[src/rtl/dphy_hs_byte_align.sv]
// Purpose : byte aligner for one D-PHY HS data lane; finds the SoT sync byte at any of 8 bit offsets.
// Latency : sync seen in window at cycle t -> sot_o/locked_o at t+1, first aligned byte at t+2.
// Backpressure: none; downstream must accept one byte per byte_clk while valid_o is high.
//
// Ports:
//   clk_i      byte clock from the HS clock receiver
//   rst_n_i    asynchronous active-low reset
//   hs_en_i    HS burst active (low = LP state)
//   byte_i     unaligned deserializer word, bit 0 earliest in time
//   byte_o     aligned payload byte (valid_o qualifies it)
//   valid_o    byte_o valid
//   sot_o      one-cycle pulse when sync is found and the burst locks
//   sot_err_o  one-cycle pulse when no sync is seen within SYNC_TIMEOUT bytes
//   locked_o   high while locked to an offset
//   offset_o   bit offset of the last lock (0..7), held until next lock or reset
module dphy_hs_byte_align #(
  parameter logic [7:0]  SYNC_BYTE    = 8'hB8,
  parameter int unsigned SYNC_TIMEOUT = 16
) (
  input  logic       clk_i,
  input  logic       rst_n_i,
  input  logic       hs_en_i,
  input  logic [7:0] byte_i,
  output logic [7:0] byte_o,
  output logic       valid_o,
  output logic       sot_o,
  output logic       sot_err_o,
  output logic       locked_o,
  output logic [2:0] offset_o
);

  localparam int unsigned CW = (SYNC_TIMEOUT > 2) ? $clog2(SYNC_TIMEOUT) : 1;
  localparam logic [CW-1:0] CNT_LAST = CW'(SYNC_TIMEOUT - 1);

  typedef enum logic [1:0] {IDLE, HUNT, LOCKED, ERR} state_t;

  state_t          state_q;
  logic [7:0]      prev_q;
  logic [CW-1:0]   cnt_q;
  // Set once hs_en_i has been seen low; after reset the lane must pass
  // through LP before a burst is trusted.
  logic            arm_q;
  logic [7:0]      byte_q;
  logic            valid_q;
  logic            sot_q;
  logic            sot_err_q;
  logic            locked_q;
  logic [2:0]      offset_q;

  logic [15:0]     win;
  logic            hit;
  logic [2:0]      hit_k;
  logic [7:0]      aligned;

  // prev_q holds the earlier byte, so it occupies the low half of the window.
  assign win     = {byte_i, prev_q};
  assign aligned = win[offset_q +: 8];

  // Scan from the top so the lowest matching offset is the one left standing.
  always_comb begin
    hit   = 1'b0;
    hit_k = 3'd0;
    for (int k = 7; k >= 0; k--) begin
      if (win[k +: 8] == SYNC_BYTE) begin
        hit   = 1'b1;
        hit_k = 3'(k);
      end
    end
  end

  always_ff @(posedge clk_i or negedge rst_n_i) begin
    if (!rst_n_i) begin
      state_q   <= IDLE;
      prev_q    <= 8'h00;
      cnt_q     <= '0;
      arm_q     <= 1'b0;
      byte_q    <= 8'h00;
      valid_q   <= 1'b0;
      sot_q     <= 1'b0;
      sot_err_q <= 1'b0;
      locked_q  <= 1'b0;
      offset_q  <= 3'd0;
    end else begin
      sot_q     <= 1'b0;
      sot_err_q <= 1'b0;
      valid_q   <= 1'b0;
      prev_q    <= hs_en_i ? byte_i : 8'h00;

      if (!hs_en_i) begin
        state_q  <= IDLE;
        cnt_q    <= '0;
        locked_q <= 1'b0;
        arm_q    <= 1'b1;
      end else begin
        case (state_q)
          IDLE: begin
            if (arm_q) begin
              state_q <= HUNT;
              cnt_q   <= '0;
            end
          end
          HUNT: begin
            // A match on the final hunt byte still locks: match beats timeout.
            if (hit) begin
              state_q  <= LOCKED;
              offset_q <= hit_k;
              sot_q    <= 1'b1;
              locked_q <= 1'b1;
              cnt_q    <= '0;
            end else if (cnt_q == CNT_LAST) begin
              state_q   <= ERR;
              sot_err_q <= 1'b1;
            end else begin
              cnt_q <= cnt_q + CW'(1);
            end
          end
          LOCKED: begin
            byte_q  <= aligned;
            valid_q <= 1'b1;
          end
          ERR: begin
            // Parked until the lane returns to LP.
          end
          default: state_q <= IDLE;
        endcase
      end
    end
  end

  assign byte_o    = byte_q;
  assign valid_o   = valid_q;
  assign sot_o     = sot_q;
  assign sot_err_o = sot_err_q;
  assign locked_o  = locked_q;
  assign offset_o  = offset_q;

endmodule

[config.mk]
export PLATFORM = sky130hd
export DESIGN_NAME = dphy_hs_byte_align
export DESIGN_NICKNAME = d
export VERILOG_FILES = /design/src/rtl/dphy_hs_byte_align.sv
export SDC_FILE = /design/constraint.sdc
export NUM_CORES = 1
export LEC_CHECK = 0
export BUFFER_PORTS_ARGS = -buffer_cell sky130_fd_sc_hd__buf_2
export CORE_UTILIZATION = 38
export CTS_BUF_LIST = sky130_fd_sc_hd__clkbuf_16
export CTS_CLUSTER_DIAMETER = 100
export CTS_CLUSTER_SIZE = 30
export DETAILED_ROUTE_END_ITERATION = 12
export GPL_ROUTABILITY_DRIVEN = 1
export PLACE_DENSITY_LB_ADDON = 0.05
export SKIP_LAST_GASP = 1
export SYNTH_ARGS = -nofsm -noshare
export SYNTH_HDL_FRONTEND = slang
export SYNTH_SLANG_ARGS = --single-unit
[constraint.sdc]
create_clock -name clk_i -period 2 [get_ports clk_i]
set_clock_uncertainty 0.05 [all_clocks]
set_input_delay 0.1 -clock clk_i [delete_from_list [all_inputs] [get_ports clk_i]]
set_output_delay 0.1 -clock clk_i [all_outputs]
set_load 0.02 [all_outputs]
==> results.tsv, run 1 <==
stage	metric	value	unit
grt	track_usage	19.1	%
floorplan	coreArea	4140	µm²
finish	register_area	751	µm²
setup_path	crit_arrival	1.98	ns
detailed_routing	vias	1303	
cts	cts_tree	done	
synth	syn_inst	158	
grt	gr-total-overflow	0	
synth	ys_warn_count	0	
synth	syn_nets	170	
sta	max_slew_margin	55.9	%
detailed_routing	wl_per_cell	15.7	µm
synth	syn_area	1700	µm²
synth	synth_edf_count	0	
hold_path	hp-class	in -> reg	
finish	post-route-util	49.0	%
synth	synth_seq_cells	30	
sta	worst_slack	0.138	ns
placement	dp_slack	0.164	ns
detailed_routing	routed_wl	3730	µm
sta	slew_violations	0	
sta	fin_crit	1.86	ns
grt	grt_pass1_wl	6510	µm
placement	gp_congestion	0.956	
finish	diodes	0	
setup_path	path_delay_family	simple AND/OR/NAND/NOR gates	
floorplan	die_y	68.9	µm
finish	syn2layout_area_growth	19.4	%
setup_path	critical_path_class	reg -> reg	
cts	cts_setup_buffers	0	
sta	setup_viol	0	
hold_path	min_from	byte_i[6]	
status	outcome	finished clean	
job	max-cap-violations	0	
setup_path	max_stage_delay	0.47	ns
synth	syn_avg_cell_area	10.8	µm²
detailed_routing	postRouteAntennaNets	0	
finish	drive_gt1_share	27.7	%
sta	fmax	537	MHz
cts	cts.sinks	30	
pwr	ir_drop	0.413	mV
setup_path	crit_chain	nor4bb_1, o21ai_2, nand4_2, buf_4, o31ai_4, a32o_2	
synth	synthArstFlopShare	100	%
setup_path	r2r_start	prev_q[6]	
sta	rsz0062_at_grt	no	
setup_path	r2r_slack	0.14	ns
detailed_routing	drtPass1Iterations	4	
finish	finalNetCount	199	
pwr	p_leak	0.914	nW
setup_path	cp_max_fo	10	
grt	grt_max_degree	31	
setup_path	r2r_end	cnt_q[1]	
sta	setup_tns	0	ns
sta	tightest_slew	0.661	ns
finish	n_fill_cell	398	
setup_path	critPathBufInv	1	
detailed_routing	viasPerCell	5.47	
sta	hold_viol	0	
cts	clockRootBuffer	clkbuf_16	
floorplan	io_pins	26	
floorplan	initial_core_util	41.0	%
grt	grt_pass1_vias	1361	
placement	dp_hpwl	2700	µm
hold_path	hold_end	prev_q[6]	
cts	cts-buffers-inserted	5	
detailed_routing	drc	0	
synth	synth-seq-area-share	44.2	%
setup_path	worstSetupStartpointType	flip-flop	
cts	clockBufferDepth	2	
sta	whs	0.0491	ns
hold_path	hold-path-cell-count	2	
placement	portBuffers	25	
floorplan	die-width	68.9	µm
setup_path	endpoint_kind	flip-flop	
finish	layout_common_cells	dfrtp_1 (30), buf_2 (25), o21ai_0 (18), mux2i_1 (15), nand2_1 (15)	
setup_path	ff2ff_path_depth	6	
setup_path	slowest_stage	nor4bb_1	
synth	ys_types	39	
synth	synthFlopType	dfrtp_1	
detailed_routing	initialDrtViolationCount	68	
cts	clk_pin_slew_worst_paths	0.05	ns
finish	multi_input_area	905	µm²
cts	clk_latency	0.27	ns
pwr	power_density	878	nW/µm²
setup_path	worstPathRequired	2.11	ns
floorplan	fp-row-count	23	
cts	cts_htree_levels	2	
floorplan	dieArea	4750	µm²
grt	antenna_found_initial	0	
sta	timing.final.crit_share	93.1	%
finish	mostFrequentLayoutCell	dfrtp_1	
## worst max path at each step
stage                       end  startpoint  cells past startpoint  slack, ns
global route           cnt_q[1]   prev_q[6]                      6       0.02
floorplan           offset_o[0]   prev_q[6]                      5       0.34
global placement       cnt_q[1]   prev_q[5]                      6       0.21
CTS                    cnt_q[1]   prev_q[6]                      6       0.15
finish                 cnt_q[1]   prev_q[6]                      6       0.14
detailed placement     cnt_q[1]   prev_q[7]                      6       0.16
## timing repair
action / in CTS / in global routing
resized for setup: 0 / 1
setup endpoints to repair: 0 / 3
hold endpoints to repair: 31 / 0
hold buffers: 2 / 0
## registers in the layout (all words and copies together) (netlist names)
signal     flops
cnt_q          4
sot_err_o      1
byte_o         8
state_q        2
prev_q         8
valid_o        1
locked_o       1
sot_o          1
offset_o       3
arm_q          1
## metal layers
metal  GRT usage [%]  routed length (µm)
met5               0                   0
met3            6.09                 164
met1            25.2                1860
met2            29.2                1660
met4            6.63                  46
## report_power, final
part           total [mW]  switching (mW)  leakage [nW]  internal, mW
clock network       0.711           0.259        0.0672         0.453
logic               0.375           0.199         0.449         0.175
registers           0.697          0.0499         0.398         0.647
## area by class of cell
cell class | count | area share [%]
multi-input cells | 118 | 44.5
flip-flops and latches | 30 | 37.0
inverters | 3 | 0.555
repair buffers | 29 | 7.89
clock inverters | 3 | 0.801
well taps | 50 | 3.08
clock buffers | 5 | 6.16
## cell usage after synthesis, types with 4 or more instances
cell / count / share of area [%]
mux2_2: 4 / 2.6
nor2_1: 8 / 1.8
dfrtp_1: 30 / 44
o21ai_0: 18 / 5.3
mux2i_1: 15 / 8.8
mux4_2: 4 / 5.3
nor4bb_1: 10 / 5.9
nand2_1: 15 / 3.3
and2_1: 8 / 2.9
a21oi_1: 4 / 1.2
## metrics by stage
step	cell area, µm²	instances	power (mW)
floorplan	1700	158	0.975
global placement	1860	228	1.08
detailed placement	1860	228	1.08
CTS	2020	238	1.80
global route	2030	238	1.88
finish	2030	238	1.78
## cell families after synthesis
family	count (synthesis)	share of synthesized area [%]
buffers and inverters	10	3.02
AOI/OAI and AO/OA	37	14.2
muxes	23	16.8
DFF	30	44.2
and+or+nand+nor	57	21.1
adders and majority gates	1	0.736
Note: power is estimated with default switching activity, not from simulation.
==> run 2, diff against run 1 <==
--- a/config.mk
+++ b/config.mk
@@ -5,6 +5,7 @@
 export SDC_FILE = /design/constraint.sdc
 export NUM_CORES = 1
 export LEC_CHECK = 0
+export ABC_AREA = 1
 export BUFFER_PORTS_ARGS = -buffer_cell sky130_fd_sc_hd__buf_2
 export CORE_UTILIZATION = 38
 export CTS_BUF_LIST = sky130_fd_sc_hd__clkbuf_16
==> run 2 against run 1 <==
Compared with the run above: sequential share of layout area fell by 2.3 points; worst setup slack gained 0.17 ns; count of clock-buffer cells in the layout unchanged; routed wire length rose by 15%; global-route usage shrank 0.15 points; clock power grew 2%; die area grew 7.8%; worst hold slack worse by 0.048 ns; combinational power up 75%; first-iteration DRC count is 59% higher; cell area up 6.8%; sequential power is 23% higher; critical endpoint is now byte_o[1]; largest cell class unchanged.
==> results.tsv, run 2 <==
stage	metric	value	unit	change
hold_path	min_from	byte_i[4]		was byte_i[6]
setup_path	cp_max_fo	27		was 10
pwr	power	2.23	mW	was 1.78 mW
sta	setup_tns	0	ns	unchanged
detailed_routing	wl_per_cell	12.7	µm	was 15.7 µm
cts	cts.sinks	30		unchanged
synth	synth.most_common_cell	nand2_1		was dfrtp_1
pwr	p_leak	1.15	nW	was 0.914 nW
setup_path	crit_arrival	1.81	ns	was 1.98 ns
sta	tightest_slew	0.671	ns	was 0.661 ns
synth	syn_area	1840	µm²	was 1700 µm²
setup_path	max_stage_delay	0.74	ns	was 0.47 ns
synth	syn_inst	256		was 158
setup_path	slowest_stage	dfrtp_1		was nor4bb_1
setup_path	cp.depth	4		was 6
detailed_routing	drc	0		unchanged
synth	synth_edf_count	0		unchanged
cts	clockRootBuffer	clkbuf_16		unchanged
synth	ys_warn_count	0		unchanged
finish	diodes	0		unchanged
setup_path	crit_chain	o21ai_0, o21ai_0, o21ai_0, o22a_1		was nor4bb_1, o21ai_2, nand4_2, buf_4, o31ai_4, a32o_2
grt	grt_use_met3	4.22	%	was 6.09%
cts	cts_htree_levels	2		unchanged
finish	layout_common_cells	nand2_1 (77), dfrtp_1 (30), nor2_1 (26), inv_1 (25), buf_2 (25)		was dfrtp_1 (30), buf_2 (25), o21ai_0 (18), mux2i_1 (15), nand2_1 (15)
floorplan	fp-row-count	24		was 23
pwr	ir_drop	0.548	mV	was 0.413 mV
finish	n_fill_cell	484		was 398
setup_path	path_delay_family	compound AO/OA/AOI/OAI gates		was simple AND/OR/NAND/NOR gates
grt	gr-total-overflow	0		unchanged
grt	track_usage	19.0	%	was 19.1%
finish	syn2layout_area_growth	18.0	%	was 19.4%
setup_path	worstSetupStartpointType	flip-flop		unchanged
sta	slew_violations	0		unchanged
floorplan	dieArea	5120	µm²	was 4750 µm²
placement	portBuffers	25		unchanged
setup_path	startpoint	offset_o[0]		was prev_q[6]
floorplan	io_pins	26		unchanged
setup_path	r2r_start	offset_o[0]		was prev_q[6]
sta	rsz0062_at_grt	no		unchanged
cts	cts-buffers-inserted	5		unchanged
floorplan	coreArea	4500	µm²	was 4140 µm²
finish	mostFrequentLayoutCell	nand2_1		was dfrtp_1
synth	synth_top_area_cell	dfrtp_1		unchanged
synth	synth_seq_cells	30		unchanged
sta	timing.final.crit_share	84.8	%	was 93.1%
detailed_routing	postRouteAntennaNets	0		unchanged
synth	synthFlopType	dfrtp_1		unchanged
placement	dp.cells	327		was 228
setup_path	r2r_slack	0.30	ns	was 0.14 ns
finish	register_area	751	µm²	unchanged
setup_path	critical_path_class	reg -> reg		unchanged
synth	synthArstFlopShare	100	%	unchanged
cts	cts_setup_buffers	0		unchanged
placement	dp_hpwl	3250	µm	was 2700 µm
grt	grt_pass1_wl	7350	µm	was 6510 µm
finish	finalNetCount	296		was 199
cts	clk_pin_slew_worst_paths	0.05	ns	about the same
sta	fin_crit	1.70	ns	was 1.86 ns
cts	clockBufferDepth	2		unchanged
grt	grt_max_degree	31		unchanged
setup_path	cpMostUsedCell	o21ai_0		
floorplan	die-width	71.5	µm	was 68.9 µm
cts	cts_tree	done		unchanged
sta	hold_viol	0		unchanged
finish	drive_gt1_share	22.5	%	was 27.7%
setup_path	cp-endpoint	byte_o[1]		was cnt_q[1]
cts	clk_latency	0.27	ns	about the same
sta	setup_viol	0		unchanged
synth	ys_types	30		was 39
detailed_routing	drtPass1Iterations	4		unchanged
detailed_routing	viasPerCell	4.75		was 5.47
finish	multi_input_area	935	µm²	was 905 µm²
floorplan	die_y	71.5	µm	was 68.9 µm
setup_path	critPathBufInv	0		was 1
sta	max_slew_margin	55.3	%	was 55.9%
detailed_routing	routed_wl	4280	µm	was 3730 µm
synth	synth_top_area_share	40.8	%	was 44.2%
detailed_routing	initialDrtViolationCount	108		was 68
grt	grt_pass1_vias	1606		was 1361
setup_path	endpoint_kind	flip-flop		unchanged
synth	syn_avg_cell_area	7.18	µm²	was 10.8 µm²
grt	use_met2	30.9	%	was 29.2%
setup_path	ff2ff_path_depth	4		was 6
sta	worst_slack	0.304	ns	was 0.138 ns
synth	syn_nets	268		was 170
status	outcome	finished clean		unchanged
grt	grt_busiest_layer	met2		unchanged
cts	ctsResizeCount	0		unchanged
sta	fmax	590	MHz	was 537 MHz
setup_path	r2r_end	byte_o[1]		was cnt_q[1]
synth	synth-seq-area-share	40.8	%	was 44.2%
synth	synthTopCellsByCount	nand2_1 (77), dfrtp_1 (30), nor2_1 (26), inv_1 (25), o21ai_0 (24)		was dfrtp_1 (30), o21ai_0 (18), mux2i_1 (15), nand2_1 (15), nor4bb_1 (10)
synth	yosys-top-cells-area	dfrtp_1 (41%), nand2_1 (16%), o21ai_0 (6.5%)		was dfrtp_1 (44%), mux2i_1 (8.8%), nor4bb_1 (5.9%)
finish	stdcell_count	337		was 238
cts	holdBufCountCts	2		unchanged
job	max-cap-violations	0		unchanged
placement	dp_slack	0.319	ns	was 0.164 ns
placement	gp_congestion	0.933		was 0.956
hold_path	hp-class	in -> reg		unchanged
grt	antenna_found_initial	0		unchanged
floorplan	initial_core_util	40.8	%	was 41.0%
grt	grt_use_met1	25.4	%	was 25.2%
pwr	power_density	1030	nW/µm²	was 878 nW/µm²
finish	post-route-util	48.1	%	was 49.0%
setup_path	worstPathRequired	2.11	ns	about the same
detailed_routing	vias	1600		was 1303
## run 2: per-stage QoR
step           cell area [µm²]  hold WS [ns]
2_1_floorplan             1840        -0.246
3_3_place_gp              2010         0.141
3_5_place_dp              2010         0.141
6_report                  2170       0.00142
4_1_cts                   2170       0.00338
5_1_grt                   2170        0.0407
## run 2: worst min-delay path by stage
stage / endpoint / slack, ns / cells after the start
2_1_floorplan: arm_q / -0.25 / 0
3_3_place_gp: prev_q[4] / 0.14 / 1
3_5_place_dp: prev_q[4] / 0.14 / 1
4_1_cts: prev_q[4] / 0.003 / 3
5_1_grt: prev_q[4] / 0.04 / 3
6_report: prev_q[4] / 0.001 / 3
## run 2: kinds of logic after synthesis
group           synth area share [%]
mux                             1.09
fa+ha+maj                      0.681
buf+inv                         8.30
simple gates                    34.4
compound gates                  13.7
flops                           40.8
xor+xnor                       0.953
## run 2: final cells by class
| class | instances | area share (%) |
|---|---|---|
| Clock inverter | 3 | 0.750 |
| Tap cell | 52 | 3.00 |
| Timing Repair Buffer | 29 | 7.39 |
| Inverter | 31 | 5.37 |
| Clock buffer | 5 | 5.77 |
| Multi-Input combinational cell | 187 | 43.1 |
| Sequential cell | 30 | 34.6 |
## run 2: power breakdown
| part | internal [mW] | switching [mW] | total (mW) | leakage, nW |
|---|---|---|---|---|
| Sequential | 0.746 | 0.109 | 0.855 | 0.382 |
| Combinational | 0.231 | 0.424 | 0.655 | 0.700 |
| Clock | 0.453 | 0.271 | 0.724 | 0.0672 |
| Total | 1.43 | 0.804 | 2.23 | 1.15 |
## run 2: routing by layer
metal	share of wire, %	up-vias
li1	-	866
met1	51	701
met2	44	28
met3	3.2	5
met4	1.1	0
met5	0	-
## run 2: worst reg2reg max path, delay by kind of cell, from the launching register on
family,cells,cell delay [ns]
DFF,1,0.74
AOI/OAI and AO/OA,4,0.79
